<file path="src/rtl/wb_regfile_if.sv">
// MEM/WB write-back bus, ID read ports and the debug tap, all bundled for wb_regfile.
// The master side (pipeline/bench) drives indices and data. The slave side (register file) returns operands and status.
interface wb_regfile_if #(
  parameter int DATA_WIDTH = 32,
  parameter int ADDR_WIDTH = 5
);
  logic                  reg_write_in;
  logic                  mem_to_reg_in;
  logic [DATA_WIDTH-1:0] read_data_in;
  logic [DATA_WIDTH-1:0] ALU_result_in;
  logic [ADDR_WIDTH-1:0] mux_reg_dst_out_in;
  logic [ADDR_WIDTH-1:0] read_reg1;
  logic [ADDR_WIDTH-1:0] read_reg2;
  logic [DATA_WIDTH-1:0] read_data1;
  logic [DATA_WIDTH-1:0] read_data2;
  logic [DATA_WIDTH-1:0] wb_data;
  logic                  wb_commit;
  logic [31:0]           retire_count;
  logic [ADDR_WIDTH-1:0] dbg_addr;
  logic [DATA_WIDTH-1:0] dbg_data;

  modport master (
    output reg_write_in, mem_to_reg_in, read_data_in, ALU_result_in,
           mux_reg_dst_out_in, read_reg1, read_reg2, dbg_addr,
    input  read_data1, read_data2, wb_data, wb_commit, retire_count, dbg_data
  );

  modport slave (
    input  reg_write_in, mem_to_reg_in, read_data_in, ALU_result_in,
           mux_reg_dst_out_in, read_reg1, read_reg2, dbg_addr,
    output read_data1, read_data2, wb_data, wb_commit, retire_count, dbg_data
  );
endinterface

</file>
<file path="src/rtl/wb_regfile.sv">
// Write-back stage and general-purpose register file.
// Register 0 is hardwired to zero. Both ID read ports are write-first bypassed. The debug tap returns the raw array contents.
module wb_regfile #(
  parameter int DATA_WIDTH = 32,
  parameter int ADDR_WIDTH = 5,
  parameter int NUM_REGS   = 32
) (
  input  logic          clk,
  input  logic          rst,
  wb_regfile_if.slave   bus
);

  logic [DATA_WIDTH-1:0] regs [NUM_REGS];
  logic [31:0]           retire_q;
  logic [DATA_WIDTH-1:0] wb_value;
  logic                  commit;

  assign wb_value = bus.mem_to_reg_in ? bus.read_data_in : bus.ALU_result_in;
  assign commit   = bus.reg_write_in & ~rst & (bus.mux_reg_dst_out_in != '0);

  // NOTE: the array is built from flops, not a RAM macro, so a full reset is
  // cheap enough. It also guarantees that no X escapes after reset.
  always_ff @(posedge clk) begin
    if (rst) begin
      for (int i = 0; i < NUM_REGS; i++) regs[i] <= '0;
      retire_q <= '0;
    end else if (commit) begin
      regs[bus.mux_reg_dst_out_in] <= wb_value;
      retire_q                     <= retire_q + 32'd1;
    end
  end

  // A write that commits on the coming edge takes priority over the stored value.
  // This lets an instruction in ID see the value that is being written back in this cycle.
  always_comb begin
    bus.read_data1 = regs[bus.read_reg1];
    bus.read_data2 = regs[bus.read_reg2];
    if (commit && bus.mux_reg_dst_out_in == bus.read_reg1) bus.read_data1 = wb_value;
    if (commit && bus.mux_reg_dst_out_in == bus.read_reg2) bus.read_data2 = wb_value;
    if (bus.read_reg1 == '0) bus.read_data1 = '0;
    if (bus.read_reg2 == '0) bus.read_data2 = '0;
  end

  assign bus.wb_data      = wb_value;
  assign bus.wb_commit    = commit;
  assign bus.retire_count = retire_q;
  assign bus.dbg_data     = regs[bus.dbg_addr];

endmodule
</file>
<file path="src/flat_wrapper.sv">
// flat-port wrapper written by rule: the top's interface ports become plain ports
module wb_regfile_flat 
#(
  parameter int DATA_WIDTH = 32,
  parameter int ADDR_WIDTH = 5,
  parameter int NUM_REGS   = 32
)
  (clk, rst, bus_reg_write_in, bus_mem_to_reg_in, bus_read_data_in, bus_ALU_result_in, bus_mux_reg_dst_out_in, bus_read_reg1, bus_read_reg2, bus_dbg_addr, bus_read_data1, bus_read_data2, bus_wb_data, bus_wb_commit, bus_retire_count, bus_dbg_data);
  wb_regfile_if #(.DATA_WIDTH(DATA_WIDTH), .ADDR_WIDTH(ADDR_WIDTH)) bus_i ();
  input  logic clk;
  input  logic rst;
  input wire logic [$bits(bus_i.reg_write_in)-1:0] bus_reg_write_in;
  input wire logic [$bits(bus_i.mem_to_reg_in)-1:0] bus_mem_to_reg_in;
  input wire logic [$bits(bus_i.read_data_in)-1:0] bus_read_data_in;
  input wire logic [$bits(bus_i.ALU_result_in)-1:0] bus_ALU_result_in;
  input wire logic [$bits(bus_i.mux_reg_dst_out_in)-1:0] bus_mux_reg_dst_out_in;
  input wire logic [$bits(bus_i.read_reg1)-1:0] bus_read_reg1;
  input wire logic [$bits(bus_i.read_reg2)-1:0] bus_read_reg2;
  input wire logic [$bits(bus_i.dbg_addr)-1:0] bus_dbg_addr;
  output wire logic [$bits(bus_i.read_data1)-1:0] bus_read_data1;
  output wire logic [$bits(bus_i.read_data2)-1:0] bus_read_data2;
  output wire logic [$bits(bus_i.wb_data)-1:0] bus_wb_data;
  output wire logic [$bits(bus_i.wb_commit)-1:0] bus_wb_commit;
  output wire logic [$bits(bus_i.retire_count)-1:0] bus_retire_count;
  output wire logic [$bits(bus_i.dbg_data)-1:0] bus_dbg_data;
  assign bus_i.reg_write_in = bus_reg_write_in;
  assign bus_i.mem_to_reg_in = bus_mem_to_reg_in;
  assign bus_i.read_data_in = bus_read_data_in;
  assign bus_i.ALU_result_in = bus_ALU_result_in;
  assign bus_i.mux_reg_dst_out_in = bus_mux_reg_dst_out_in;
  assign bus_i.read_reg1 = bus_read_reg1;
  assign bus_i.read_reg2 = bus_read_reg2;
  assign bus_i.dbg_addr = bus_dbg_addr;
  assign bus_read_data1 = bus_i.read_data1;
  assign bus_read_data2 = bus_i.read_data2;
  assign bus_wb_data = bus_i.wb_data;
  assign bus_wb_commit = bus_i.wb_commit;
  assign bus_retire_count = bus_i.retire_count;
  assign bus_dbg_data = bus_i.dbg_data;
  wb_regfile #(.DATA_WIDTH(DATA_WIDTH), .ADDR_WIDTH(ADDR_WIDTH), .NUM_REGS(NUM_REGS)) u_core (.clk(clk), .rst(rst), .bus(bus_i));
endmodule
</file>
<file path="config.mk">
export PLATFORM = sky130hd
export DESIGN_NAME = wb_regfile_flat
export DESIGN_NICKNAME = d
export VERILOG_FILES = /design/src/rtl/wb_regfile_if.sv /design/src/rtl/wb_regfile.sv /design/src/flat_wrapper.sv
export SDC_FILE = /design/constraint.sdc
export NUM_CORES = 2
export LEC_CHECK = 0
export CELL_PAD_IN_SITES_DETAIL_PLACEMENT = 0
export CELL_PAD_IN_SITES_GLOBAL_PLACEMENT = 2
export CORE_MARGIN = 2
export CORE_UTILIZATION = 49
export DETAILED_ROUTE_END_ITERATION = 16
export MAX_ROUTING_LAYER = met4
export PLACE_DENSITY = 0.92
export SETUP_SLACK_MARGIN = 0.15
export SLEW_MARGIN = 30
export SYNTH_ARGS = -nofsm -noshare
export SYNTH_HDL_FRONTEND = slang
export SYNTH_SLANG_ARGS = --single-unit
export TNS_END_PERCENT = 50
</file>
<file path="constraint.sdc">
create_clock -name clk -period 8.2 [get_ports clk]
set_input_delay 1.23 -clock clk [delete_from_list [all_inputs] [get_ports clk]]
set_output_delay 1.23 -clock clk [all_outputs]
set_load 0.02 [all_outputs]
</file>
==> impl_metrics.csv <==
group,metric,value,unit
outcome,status,"completed",
detailed_routing,ant_nets,0,
synthesis,syn_area,62200,sq um
sta,rsz0062_at_grt,"false",
synthesis,synthCells,4322,
layout,layout.nets,4499,
clocking,post_cts_buffers,0,
sta,min_period,6820,ps
critical_path,cpMaxStageDelayCell,"o21ai_4",
power,power,14400,uW
clocking,cts_tree,"built",
floorplanning,die-area,130000,sq um
floorplanning,die_w,360,um
detailed_routing,num_vias,47800,
floorplanning,die_h,360,um
global_routing,grt_pass1_wl,364000,um
layout,fin_util,0.562,
global_routing,grt_pass1_vias,46000,
detailed_routing,first_pass_iters,10,
clocking,clockRootBuffer,"clkbuf_16",
detailed_routing,wire_per_inst,42.9,um
detailed_routing,drc,0,
floorplanning,initial_core_util,0.495,
detailed_routing,drtIter0Drc,10000,
critical_path,crit_fanout,16,
clocking,clock_sinks,1056,
placement,routabilityCongestion,0.968,
sta,finClkSkew,6.71,ps
sta,final_hold_viol_count,0,
floorplanning,io_pins,249,
sta,hold_ws,508,ps
critical_path,cpPeakStageDelay,840,ps
layout,drive_above_1_share,0.297,
power,peakVddDrop,0.000190,V
detailed_routing,wl,265000,um
clocking,ctsResizeCount,0,
detailed_routing,avgViaCountPerCell,7.74,
synthesis,ys_ff_latch,1056,
critical_path,required,6970,ps
global_routing,grt_use_total,0.419,
critical_path,endpoint_kind,"output pin",
synthesis,ys_seq_area_frac,0.505,
critical_path,crit_top_cell,"clkdlybuf4s50_1",
critical_path,startpoint_type,"primary input",
clocking,postCtsHoldBufs,0,
power,leakage,0.0237,uW
clocking,clk_pin_slew_worst_paths,60,ps
synthesis,synth_flop_cell,"edfxtp_1",
synthesis,synth-warning-count,0,
sta,fmaxAchievable,147,MHz
run,drv_cap,0,
clocking,max-clock-path-buffers,3,
layout,areaGrowthSynthToFinish,13.6,%
floorplanning,core_area,126000,sq um
global_routing,overflow,0,
clocking,cts_inserted_buffers,114,
synthesis,avgSynthCellArea,14.4,sq um
global_routing,grt_max_degree,100,
global_routing,antenna_found_initial,13,
clocking,clock_latency,750,ps
sta,worstMarginPinSlew,1130,ps
power,p_per_area,204,nW/um^2
floorplanning,row_count,130,
clocking,h-tree-depth,3,
sta,setup_viol,0,
critical_path,crit_chain,"clkdlybuf4s50_1 > nor2b_1 > nand4_1 > o21ai_4 > buf_4 > o22ai_1 > a211oi_1 > clkdlybuf4s50_1",
sta,fin_crit_sh,0.832,
hold_path,hp-class,"register to register",
critical_path,critPathKind,"primary input to output pin",
sta,setup-tns-final,0,ps
sta,max-slew-margin-rel,0.249,
layout,fillCellCount,9906,
placement,io_buffers,248,
synthesis,synth_edf_count,1024,
synthesis,yosysUniqueCellTypes,64,
synthesis,ys_async_sr_fraction,0,
placement,hpwlAfterDp,157000,um
critical_path,arrival,5590,ps
sta,report.final.slew_viol_count,0,
==> power by group <==
group	switching (uW)	internal, uW
clock	2260	2990
sequential	216	6220
combinational	1610	1140
total	4090	10300
==> cells by family after synthesis <==
| group | synth area share |
|---|---|
| xor+xnor | 0.00479 |
| simple gates | 0.0891 |
| other cells | 0.0000603 |
| compound gates | 0.0429 |
| buf+inv | 0.0368 |
| flops | 0.505 |
| mux | 0.321 |
| fa+ha+maj | 0.000201 |
==> Yosys cell counts (4+ instances only) <==
cell	count	area, sq um
a211oi_1	34	255
a21oi_1	43	215
a221o_1	10	100
a221oi_1	12	105
a22oi_1	65	488
a31oi_1	5	31.3
and2_1	5	31.3
and3_1	23	144
and4_1	6	52.6
buf_1	41	154
buf_2	78	390
buf_4	38	285
buf_6	13	146
clkbuf_1	308	1160
dfxtp_1	32	641
edfxtp_1	1024	30700
inv_1	38	143
mux2_2	50	563
mux2i_1	98	981
mux4_2	819	18400
nand2_1	97	364
nand2b_1	39	244
nand3_1	33	165
nand4_1	9	56.3
nor2_1	1075	4040
nor2b_1	16	100
nor3_1	15	75.1
nor3b_1	6	45.0
nor4_1	4	25.0
o211ai_1	10	75.1
o21ai_0	34	170
o221ai_1	10	87.6
o22ai_1	126	788
o31ai_1	5	37.5
o32a_1	9	90.1
or2_2	9	56.3
or3_1	7	43.8
or4_1	4	30.0
xnor2_1	25	219
xor2_1	9	78.8
==> critical path: cells and delay by family <==
family,cells,cell delay (ps)
AO/OA/AOI/OAI,3,1660
buffers and inverters,3,1890
AND/OR/NAND/NOR,2,760
==> registers in the layout, summed over array words and instances (netlist names) <==
register and cells:
u_core.regs 1024, u_core.bus.retire_count 32
==> stage by stage <==
| stage | cell area (sq um) | setup WS [ps] | instances |
|---|---|---|---|
| floorplan | 62300 | 3870 | 4353 |
| global placement | 66700 | 1530 | 5939 |
| detailed placement | 66800 | 1700 | 5941 |
| CTS | 70500 | 1690 | 6152 |
| global route | 70600 | 1540 | 6166 |
| finish | 70700 | 1380 | 6174 |
==> final cells by class <==
cell class,count,area [sq um],area share
Inverter,40,150,0.00212
Timing Repair Buffer,420,4000,0.0567
Antenna cell,19,47.5,0.000673
Tap cell,1650,2060,0.0292
Clock inverter,57,551,0.00779
Sequential cell,1056,31400,0.444
Multi-Input combinational cell,2778,29300,0.415
Clock buffer,154,3150,0.0446
==> final timing paths <==
check | slack [ps] | from | cells after the start | to
worst min register to register | 510 | u_core.bus.retire_count[31]$_SDFFE_PP0P_ | 2 | u_core.bus.retire_count[31]$_SDFFE_PP0P_
worst min-delay path | 510 | u_core.bus.retire_count[31]$_SDFFE_PP0P_ | 2 | u_core.bus.retire_count[31]$_SDFFE_PP0P_
worst max-delay path | 1380 | bus_reg_write_in | 8 | bus_read_data2[16]
worst max register to register | 6070 | u_core.bus.retire_count[0]$_SDFFE_PP0P_ | 6 | u_core.bus.retire_count[20]$_SDFFE_PP0P_
==> routing by layer <==
| layer | vias up | global-route usage | routed length [um] |
|---|---|---|---|
| li1 | 17300 | - | - |
| met1 | 23900 | 0.512 | 82300 |
| met2 | 5334 | 0.580 | 112000 |
| met3 | 1229 | 0.155 | 46700 |
| met4 | 0 | 0.285 | 23400 |
| met5 | - | - | 0 |
==> layout by cell type (no fill, tap or decap), drive strengths merged, types with 34 or more instances in the layout <==
master	count
mux2	50
nand2b	39
clkinv	45
inv	41
clkdlybuf4s50	233
nand2	97
o22ai	126
a22oi	65
buf	186
clkbuf	155
o21ai	34
a21oi	44
edfxtp	1024
nor2	1075
a211oi	34
mux2i	98
mux4	819
No activity file was read; power rests on OpenSTA's default activity.
